File: config.mk
export PLATFORM = sky130hd
export DESIGN_NAME = spi_sampler
export DESIGN_NICKNAME = d
export VERILOG_FILES = /design/src/rtl/spi_pkg.sv /design/src/rtl/sync_edge.sv /design/src/rtl/spi_sampler.sv
export SDC_FILE = /design/constraint.sdc
export NUM_CORES = 1
export LEC_CHECK = 0
export CORE_UTILIZATION = 40
export DETAILED_ROUTE_END_ITERATION = 6
export SYNTH_ARGS = -nofsm -noshare
export SYNTH_HDL_FRONTEND = slang
export SYNTH_HIERARCHICAL = 1
export SYNTH_SLANG_ARGS = --single-unit
File: constraint.sdc
create_clock -name clk -period 2.8 [get_ports clk]
set_clock_uncertainty 0.05 [all_clocks]
set_input_delay 0.28 -clock clk [delete_from_list [all_inputs] [get_ports clk]]
set_output_delay 0.28 -clock clk [all_outputs]
set_load 0.005 [all_outputs]
File: src/rtl/spi_pkg.sv
// Shared SPI front-end definitions: default frame width,
// synchroniser depth and the sampler FSM state encoding.
package spi_pkg;

  localparam int SPI_WIDTH       = 8;
  localparam int SPI_SYNC_STAGES = 2;

  typedef enum logic {
    IDLE  = 1'b0,
    SHIFT = 1'b1
  } spi_state_e;

endpackage

File: src/rtl/sync_edge.sv
// Input synchroniser plus history flop with edge pulses.
// Ports: clk, rst_n, din -> level (synced), rise, fall pulses.
module sync_edge #(
  parameter int   STAGES  = 2,
  parameter logic RST_VAL = 1'b0
) (
  input  logic clk,
  input  logic rst_n,
  input  logic din,
  output logic level,
  output logic rise,
  output logic fall
);

  logic [STAGES-1:0] chain;
  logic              hist;

  always_ff @(posedge clk or negedge rst_n) begin
    if (!rst_n) begin
      chain <= {STAGES{RST_VAL}};
      hist  <= RST_VAL;
    end else begin
      chain <= {chain[STAGES-2:0], din};
      hist  <= chain[STAGES-1];
    end
  end

  assign level = chain[STAGES-1];
  assign rise  = level & ~hist;
  assign fall  = ~level & hist;

endmodule

File: src/rtl/spi_sampler.sv
// SPI mode-1 frame sampler in the clk domain.
// Ports: clk, rst_n, sclk, cs, mosi, tx_data in; miso, rx_data,
// rx_valid, frame_err, busy out. Option: SPI_SAMPLER_MISO_EN.
module spi_sampler
  import spi_pkg::*;
#(
  parameter int WIDTH       = SPI_WIDTH,
  parameter int SYNC_STAGES = SPI_SYNC_STAGES
) (
  input  logic             clk,
  input  logic             rst_n,
  input  logic             sclk,
  input  logic             cs,
  input  logic             mosi,
  output logic             miso,
  input  logic [WIDTH-1:0] tx_data,
  output logic [WIDTH-1:0] rx_data,
  output logic             rx_valid,
  output logic             frame_err,
  output logic             busy
);

  localparam int CW = $clog2(WIDTH + 2);
  localparam logic [CW-1:0] CNT_FULL = CW'(WIDTH);
  localparam logic [CW-1:0] CNT_SAT  = CW'(WIDTH + 1);

  logic sclk_s, sclk_rise, sclk_fall;
  logic cs_s, cs_rise, cs_fall;
  logic mosi_s, mosi_rise, mosi_fall;

  sync_edge #(.STAGES(SYNC_STAGES), .RST_VAL(1'b0)) u_sclk (
    .clk  (clk),
    .rst_n(rst_n),
    .din  (sclk),
    .level(sclk_s),
    .rise (sclk_rise),
    .fall (sclk_fall)
  );

  sync_edge #(.STAGES(SYNC_STAGES), .RST_VAL(1'b1)) u_cs (
    .clk  (clk),
    .rst_n(rst_n),
    .din  (cs),
    .level(cs_s),
    .rise (cs_rise),
    .fall (cs_fall)
  );

  sync_edge #(.STAGES(SYNC_STAGES), .RST_VAL(1'b0)) u_mosi (
    .clk  (clk),
    .rst_n(rst_n),
    .din  (mosi),
    .level(mosi_s),
    .rise (mosi_rise),
    .fall (mosi_fall)
  );

  spi_state_e             state;
  logic [CW-1:0]          count;
  logic [WIDTH-1:0]       shreg;
  logic [SYNC_STAGES-1:0] prime;
  logic                   armed;

  logic [CW-1:0]    cnt_nxt;
  logic [WIDTH-1:0] sh_nxt;
  logic             start;

  // cs reset-high would fake a falling edge if the pin is low at
  // reset release; only arm once real pin data shows cs high.
  assign start = (state == IDLE) & cs_fall & armed;

  // Bit shift happens before frame evaluation so a final sclk
  // edge coinciding with cs release still counts.
  always_comb begin
    sh_nxt  = shreg;
    cnt_nxt = count;
    if (sclk_fall) begin
      sh_nxt = {shreg[WIDTH-2:0], mosi_s};
      if (count != CNT_SAT) cnt_nxt = count + 1'b1;
    end
  end

  always_ff @(posedge clk or negedge rst_n) begin
    if (!rst_n) begin
      state     <= IDLE;
      count     <= '0;
      shreg     <= '0;
      rx_data   <= '0;
      rx_valid  <= 1'b0;
      frame_err <= 1'b0;
      busy      <= 1'b0;
      prime     <= '0;
      armed     <= 1'b0;
    end else begin
      rx_valid  <= 1'b0;
      frame_err <= 1'b0;
      prime     <= {prime[SYNC_STAGES-2:0], 1'b1};
      if (prime[SYNC_STAGES-1] && cs_s) armed <= 1'b1;
      unique case (state)
        IDLE: begin
          if (start) begin
            state <= SHIFT;
            busy  <= 1'b1;
            count <= '0;
            shreg <= '0;
          end
        end
        SHIFT: begin
          shreg <= sh_nxt;
          count <= cnt_nxt;
          if (cs_rise) begin
            state <= IDLE;
            busy  <= 1'b0;
            if (cnt_nxt == CNT_FULL) begin
              rx_data  <= sh_nxt;
              rx_valid <= 1'b1;
            end else begin
              frame_err <= 1'b1;
            end
          end
        end
        default: state <= IDLE;
      endcase
    end
  end

`ifdef SPI_SAMPLER_MISO_EN
  logic [WIDTH-1:0] txsh;
  logic             miso_q;

  // The first rising edge precedes any sample; the MSB is
  // already on the line from frame start.
  always_ff @(posedge clk or negedge rst_n) begin
    if (!rst_n) begin
      txsh   <= '0;
      miso_q <= 1'b0;
    end else if (start) begin
      txsh   <= tx_data;
      miso_q <= tx_data[WIDTH-1];
    end else if (state == IDLE || cs_rise) begin
      miso_q <= 1'b0;
    end else if (sclk_rise && count != '0) begin
      txsh   <= {txsh[WIDTH-2:0], 1'b0};
      miso_q <= txsh[WIDTH-2];
    end
  end

  assign miso = miso_q;

  logic unused_sig;
  assign unused_sig = ^{sclk_s, mosi_rise, mosi_fall};
`else
  assign miso = 1'b0;

  logic unused_sig;
  assign unused_sig = ^{sclk_s, sclk_rise, mosi_rise,
                        mosi_fall, tx_data};
`endif

endmodule

==> results of run 1 <==
[power by group through the flow]
stage,clock (mW),combinational (mW),sequential (mW)
2_1_floorplan,0,0.116,0.590
3_3_place_gp,0,0.144,0.605
3_5_place_dp,0,0.148,0.606
4_1_cts,0.324,0.149,0.597
5_1_grt,0.344,0.169,0.605
6_report,0.305,0.145,0.596
[flip-flops by register name (all words and copies together) (netlist names), 2 cells and up]
name          count
count             4
u_sclk/chain      2
rx_data           8
u_mosi/chain      2
prime             2
u_cs/chain        2
shreg             8
[final timing paths]
path | startpoint | to | slack (ns) | depth (start not counted)
max in group asynchronous | rst_n | u_cs/chain[1] | 2.08 | 2
hold reg to reg | u_mosi/chain[0] | u_mosi/chain[1] | 0.31 | 0
setup / recovery | count[0] | rx_data[3] | 0.69 | 7
hold / removal | rst_n | prime[0] | 0.29 | 2
min in group clk | cs | u_cs/chain[0] | 0.30 | 1
setup reg to reg | count[0] | rx_data[3] | 0.69 | 7
[layout make-up]
cell class	count	area [sq um]	share of cell area (%)
Inverter	2	7.51	0.435
Tap cell	46	57.6	3.34
Multi-Input combinational cell	67	546	31.6
Clock buffer	8	68.8	3.99
Sequential cell	35	880	51.0
Timing Repair Buffer	17	165	9.58
[stage by stage]
step,cells,util [%],power (mW)
floorplan,109,-,0.706
global placement,167,48.5,0.749
detailed placement,167,48.5,0.754
global route,175,50.5,1.12
CTS,175,50.5,1.07
finish,175,50.5,1.05
[worst max-delay path, delay by kind of cell (launching register included)]
kind                       cells  cell delay (ns)
muxes                          2             0.56
AOI/OAI and AO/OA              1             0.21
buffers and inverters          1             0.21
and+or+nand+nor                2             0.27
DFF                            1             0.47
adders and majority gates      1             0.22
[layer usage]
layer | track usage [%] | wire length (um) | vias up | part of all wire [%]
met5 | 0 | 0 | - | 0
met4 | 7.85 | 61 | 0 | 2.7
met3 | 5.47 | 84 | 7 | 3.8
met2 | 21.7 | 1020 | 13 | 46
met1 | 15.9 | 1050 | 420 | 47
li1 | - | - | 408 | -
==> impl.org, run 1 <==
** Placed design
- In this run the cell area measured after placement is 1660 sq um.
- Buffers placed on the I/O ports in this run total 15.
- The congestion estimate from routability-driven global placement came to 0.693.
- Prior to clock tree synthesis, the placed netlist has a worst setup slack of 0.705 ns.
- HPWL reported at the end of detailed placement :: 1.43 mm

** Worst setup path
- Type of destination of the critical path :: flop
- Kind of launch point of the worst setup path :: flop
- Critical-path cell with the highest stage delay :: sky130_fd_sc_hd__dfrtp_1
- Data on the critical path is required at its endpoint by 2.97 ns.
- Largest fanout on the critical path :: 9
- Setup CP Type :: reg -> reg
- For the worst setup path, the data arrival time is 2.28 ns.
- Cell-by-cell trace of the critical path :: ha_1, nand2_2, o21ai_2, mux2i_1, and4b_1, buf_4, mux2_4
- Crit-path max cell delay :: 0.47 ns

** STA
- On the final layout, the worst hold slack is 0.293 ns.
- Maximum clock rate :: 0.475 GHz
- Once routing completed, OpenROAD measured the worst setup slack at 0.693 ns.
- Minimum clock period after layout :: 2.11 ns
- Setup Viol. Count Final :: 0
- Adding up every negative setup slack in the final design gives 0 ns.
- Setup repair after global routing left no endpoint under its margin.
- Count of pins over their slew limit :: 0
- Of the available clock period, the critical path in the final layout requires 75.3%.
- The hold violation total from the final report was 0.

** Min path
- Path class of the lowest-slack min-delay path :: in -> async

** Pwr
- The share of total power dissipated in combinational logic is 13.9%.
- Sequential power share :: 57.0%
- Sw frac :: 26.2%
- The worst-case IR drop observed on VDD is 341 uV.
- Dividing total power by cell area gives a power density of 606 nW/um^2.
- Cell internal power dissipation :: 0.772 mW
- P_leak :: 0.797 nW
- In this run, the clock network consumes 29.1% of the power.
- Net switching power of the design :: 0.274 mW

** Floorplan
- Total Die Area :: 3920 sq um
- Die Span Y :: 62.6 um
- After floorplanning, the core was sized to cover 3420 sq um.
- Standard-cell row count :: 21
- Pin placement for this block handled 25 I/O pins.
- Initial standard-cell utilization of the core :: 43.0%
- Width of the die :: 62.6 um

** CTS
- Clock latency on the worst-skew pair :: 0.33 ns
- In this run the number of H-tree levels came out at 2.
- TritonCTS created 5 clock buffers.
- Clock tree synthesis selected as its root buffer the cell sky130_fd_sc_hd__clkbuf_4.
- CTS sink count :: 35
- PostCTS Resize Cnt :: 0
- CTS Buffer Depth :: 2
- TritonCTS built the clock tree.
- Hold buffers post-CTS :: 0
- The number of setup buffers added after CTS is 0.
- Clock slew at the register clock pins of the worst setup and hold paths :: 0.10 ns

** Drt
- Overall via count from detail_route :: 848
- Using the TritonRoute via totals, the vias-per-cell ratio works out to 4.85.
- The first routing iteration left 11 violations.
- The final layout contains routed wiring with a total length of 2.22 mm.
- Count of nets left with antenna violations after detail routing :: 0
- After detailed routing, the number of remaining DRC violations is 0.
- Dividing the detail-routed wire length by the instance count gives 12.7 um.
- Before antenna repair, the detailed router went through 3 iterations.

** Global route
- The via count of the first global-routing pass is 913.
- Initial antenna violation count :: 0
- Wire length of the first global-routing pass :: 4.04 mm
- Residual overflow from global routing :: 0
- Across every metal layer, demand over resource in global routing totals 13.8%.
- Maximum number of pins on one net before global-route repair :: 36

** Synthesis
- After synthesis the cells add up to 1470 sq um.
- Synthesis produced a netlist whose cell count is 109.
- Synth warn :: 6
- Number of nets produced by synthesis :: 124
- Mean post-synth cell area :: 13.5 sq um

** Final layout
- # diodes :: 0
- Cell area after layout :: 1720 sq um
- Leading cell types in the layout, fill and taps excluded :: sky130_fd_sc_hd__dfrtp_1, sky130_fd_sc_hd__clkdlybuf4s50_1, sky130_fd_sc_hd__nand2_1
- In the final design database the tool counted 143 nets.
- Leading cell type in the layout, fill and taps excluded :: sky130_fd_sc_hd__dfrtp_1
- The area growth from synthesis to layout is 17.3%.
- Number of fillers in the final layout :: 312
- Layout cells sized above 1 :: 25.6%

** Job
- The tool flagged a number of max-cap violations equal to 0.

** Outcome
- Result of the run :: finished clean
No activity file was read; power rests on OpenSTA's default activity.
==> run 2, diff against run 1 <==
Clock period 2.8 ns to 2.2 ns, I/O delays scaled along.
==> run 2 against run 1 <==
Net effect: cell area grew 1.1%; flip-flop and latch count unchanged; register-to-register slack worse by 0.53 ns; core utilization grew 0.55 points; via count increased by 2.5%; fmax is 3.5% higher; hold slack got worse by 0.064 ns; setup slack worse by 0.53 ns; highest routed layer unchanged.
==> impl.org, run 2 (synthesized netlist as in run 1, its figures left out) <==
** CTS
- TritonCTS built the clock tree.
- PostCTS Resize Cnt :: 0
- CTS sink count :: 35
- Clock latency on the worst-skew pair :: 0.34 ns
- Clock slew at the register clock pins of the worst setup and hold paths :: 0.10 ns
- H-tree lvl count :: 2
- After clock tree synthesis, the flow added hold-fix buffers numbering 0.
- The number of setup buffers added after CTS is 0.
- Library cell used as clock root buffer :: sky130_fd_sc_hd__clkbuf_4
- The clock passes through at most 2 buffers.
- Counting the buffers created by CTS gives 5.

** Final layout
- # diodes :: 0
- In the final design database the tool counted 145 nets.
- Leading cell types in the layout, fill and taps excluded :: sky130_fd_sc_hd__dfrtp_1, sky130_fd_sc_hd__clkdlybuf4s50_1, sky130_fd_sc_hd__nand2_1
- Leading cell type in the layout, fill and taps excluded :: sky130_fd_sc_hd__dfrtp_1
- Area growth from synthesis to final layout :: 18.6%
- Cells with a size suffix above 1 make up 26.7% of the layout.
- The largest registers in the layout are rx_data (8), shreg (8), count (4).
- Counting the fill cells in the layout gives 316.

** Floorplan
- The core region is 3420 sq um.
- The die is 62.6 um wide.
- The die covers 3920 sq um.
- Standard-cell row count :: 21
- Num ports :: 25
- For this configuration, the core starts out at a cell density of 43.0%.
- Die Span Y :: 62.6 um

** Drt
- Dividing the detail-routed wire length by the instance count gives 12.8 um.
- The first routing iteration left 13 violations.
- In the routed layout, each cell is associated on average with a via count of 4.91.
- Count of unresolved DRC violations after routing :: 0
- The routed layout has 869 vias.
- First-pass iteration count of the detailed router :: 4
- Sum of routed wire length over all layers :: 2.27 mm
- Once detail routing completed, the nets flagged for antenna violations numbered 0.

** Worst setup path
- The worst setup path is captured at a flop.
- The worst setup path is of the reg -> reg kind.
- For this design, the slowest cell found on the critical path is sky130_fd_sc_hd__dfrtp_1.
- Required time of the worst setup path :: 2.37 ns
- STA classifies the critical path startpoint as a flop.
- Cell-by-cell trace of the critical path :: ha_1, nand2_2, o21ai_2, mux2i_1, and4b_1, buf_12, mux2_4
- The largest single stage delay on the critical path is 0.49 ns.
- Endpoint arrival time on the critical path :: 2.21 ns
- In this run the worst path has a maximum fanout of 9.
- The kind of cell with the highest combined delay along the critical path is multiplexers.
- Buffer and inverter count on the worst path :: 1

** STA
- The worst path in the final design needs a cycle of 2.04 ns, including I/O delays and setup.
- Of the available clock period, the critical path in the final layout requires 92.5%.
- Post-route setup slack :: 0.164 ns
- Final-report hold violation count :: 0
- Summed over all failing endpoints, the final setup total negative slack is 0 ns.
- Unrepaired setup endpoints after global routing :: no
- The count of final max-slew check failures came to 0.
- Setup violations remaining at the end of the flow were counted as 0.
- For this run, the top clock speed supported by timing is 0.491 GHz.

** Min path
- Path class of the lowest-slack min-delay path :: in -> async

** Global route
- The total overflow left after global routing is 0.
- Initial antenna violation count :: 0
- Wire length of the first global-routing pass :: 4.03 mm
- Total Routing Usage GR :: 13.8%
- Maximum number of pins on one net before global-route repair :: 36
- The via count of the first global-routing pass was 899.

** Pwr
- Worst IR drop on VDD :: 466 uV
- Pwr per Cell Area :: 751 nW/um^2
- Summed over all cells, the static leakage comes to 0.806 nW.

** Placed design
- Placer's final routability congestion estimate :: 0.721
- Port bufs :: 15
- Dpl ws :: 0.194 ns
- HPWL reported at the end of detailed placement :: 1.47 mm

** Job
- Max Cap Violations :: 0

** Outcome
- The flow ran to the end, and the final reports show no timing, DRC or antenna violations.
run 2: cell count changes in the layout (fill, tap and decap cells not counted), sizes merged:
cell    delta
buf        +2
clkbuf     -1
clkinv     +1
run 2: metrics by stage:
step                      total power [mW]  utilization, %  instances  cell area (sq um)  hold WS, ns
after global routing                  1.39            51.0        177               1740        0.239
after global placement               0.956            49.3        169               1680        0.282
after floorplan                      0.898               -        109               1470       -0.126
final                                 1.31            51.0        177               1740        0.229
after detailed placement             0.964            49.3        169               1680        0.285
after CTS                             1.33            51.0        177               1740        0.215
run 2: final timing paths:
| path | from | end | slack, ns | depth (start not counted) |
|---|---|---|---|---|
| worst max register to register | count[0] | rx_data[4] | 0.16 | 7 |
| max in group asynchronous | rst_n | u_cs/chain[1] | 1.53 | 2 |
| worst max-delay path | count[0] | rx_data[4] | 0.16 | 7 |
| worst min-delay path | rst_n | busy | 0.23 | 2 |
| worst min register to register | u_sclk/chain[0] | u_sclk/chain[1] | 0.31 | 0 |
| min in group clk | cs | u_cs/chain[0] | 0.23 | 1 |
run 2: per-layer routing:
layer | vias to the layer above | global-route usage (%) | part of all wire (%)
met5 | - | 0 | 0
met4 | 0 | 7.85 | 2.5
met3 | 8 | 5.11 | 3.9
met2 | 13 | 21.6 | 47
met1 | 434 | 16.1 | 46
li1 | 414 | - | -
run 2: layout make-up:
class	count	area, sq um	area share (%)
Clock buffer	7	55.1	3.16
Clock inverter	1	5.00	0.287
Inverter	2	7.51	0.431
Multi-Input combinational cell	67	546	31.3
Sequential cell	35	880	50.5
Tap cell	46	57.6	3.30
Timing Repair Buffer	19	193	11.1
run 2: power by group:
group	internal [mW]	switching, mW
Sequential	0.695	0.0649
Clock	0.155	0.203
Combinational	0.102	0.0886
Total	0.952	0.356
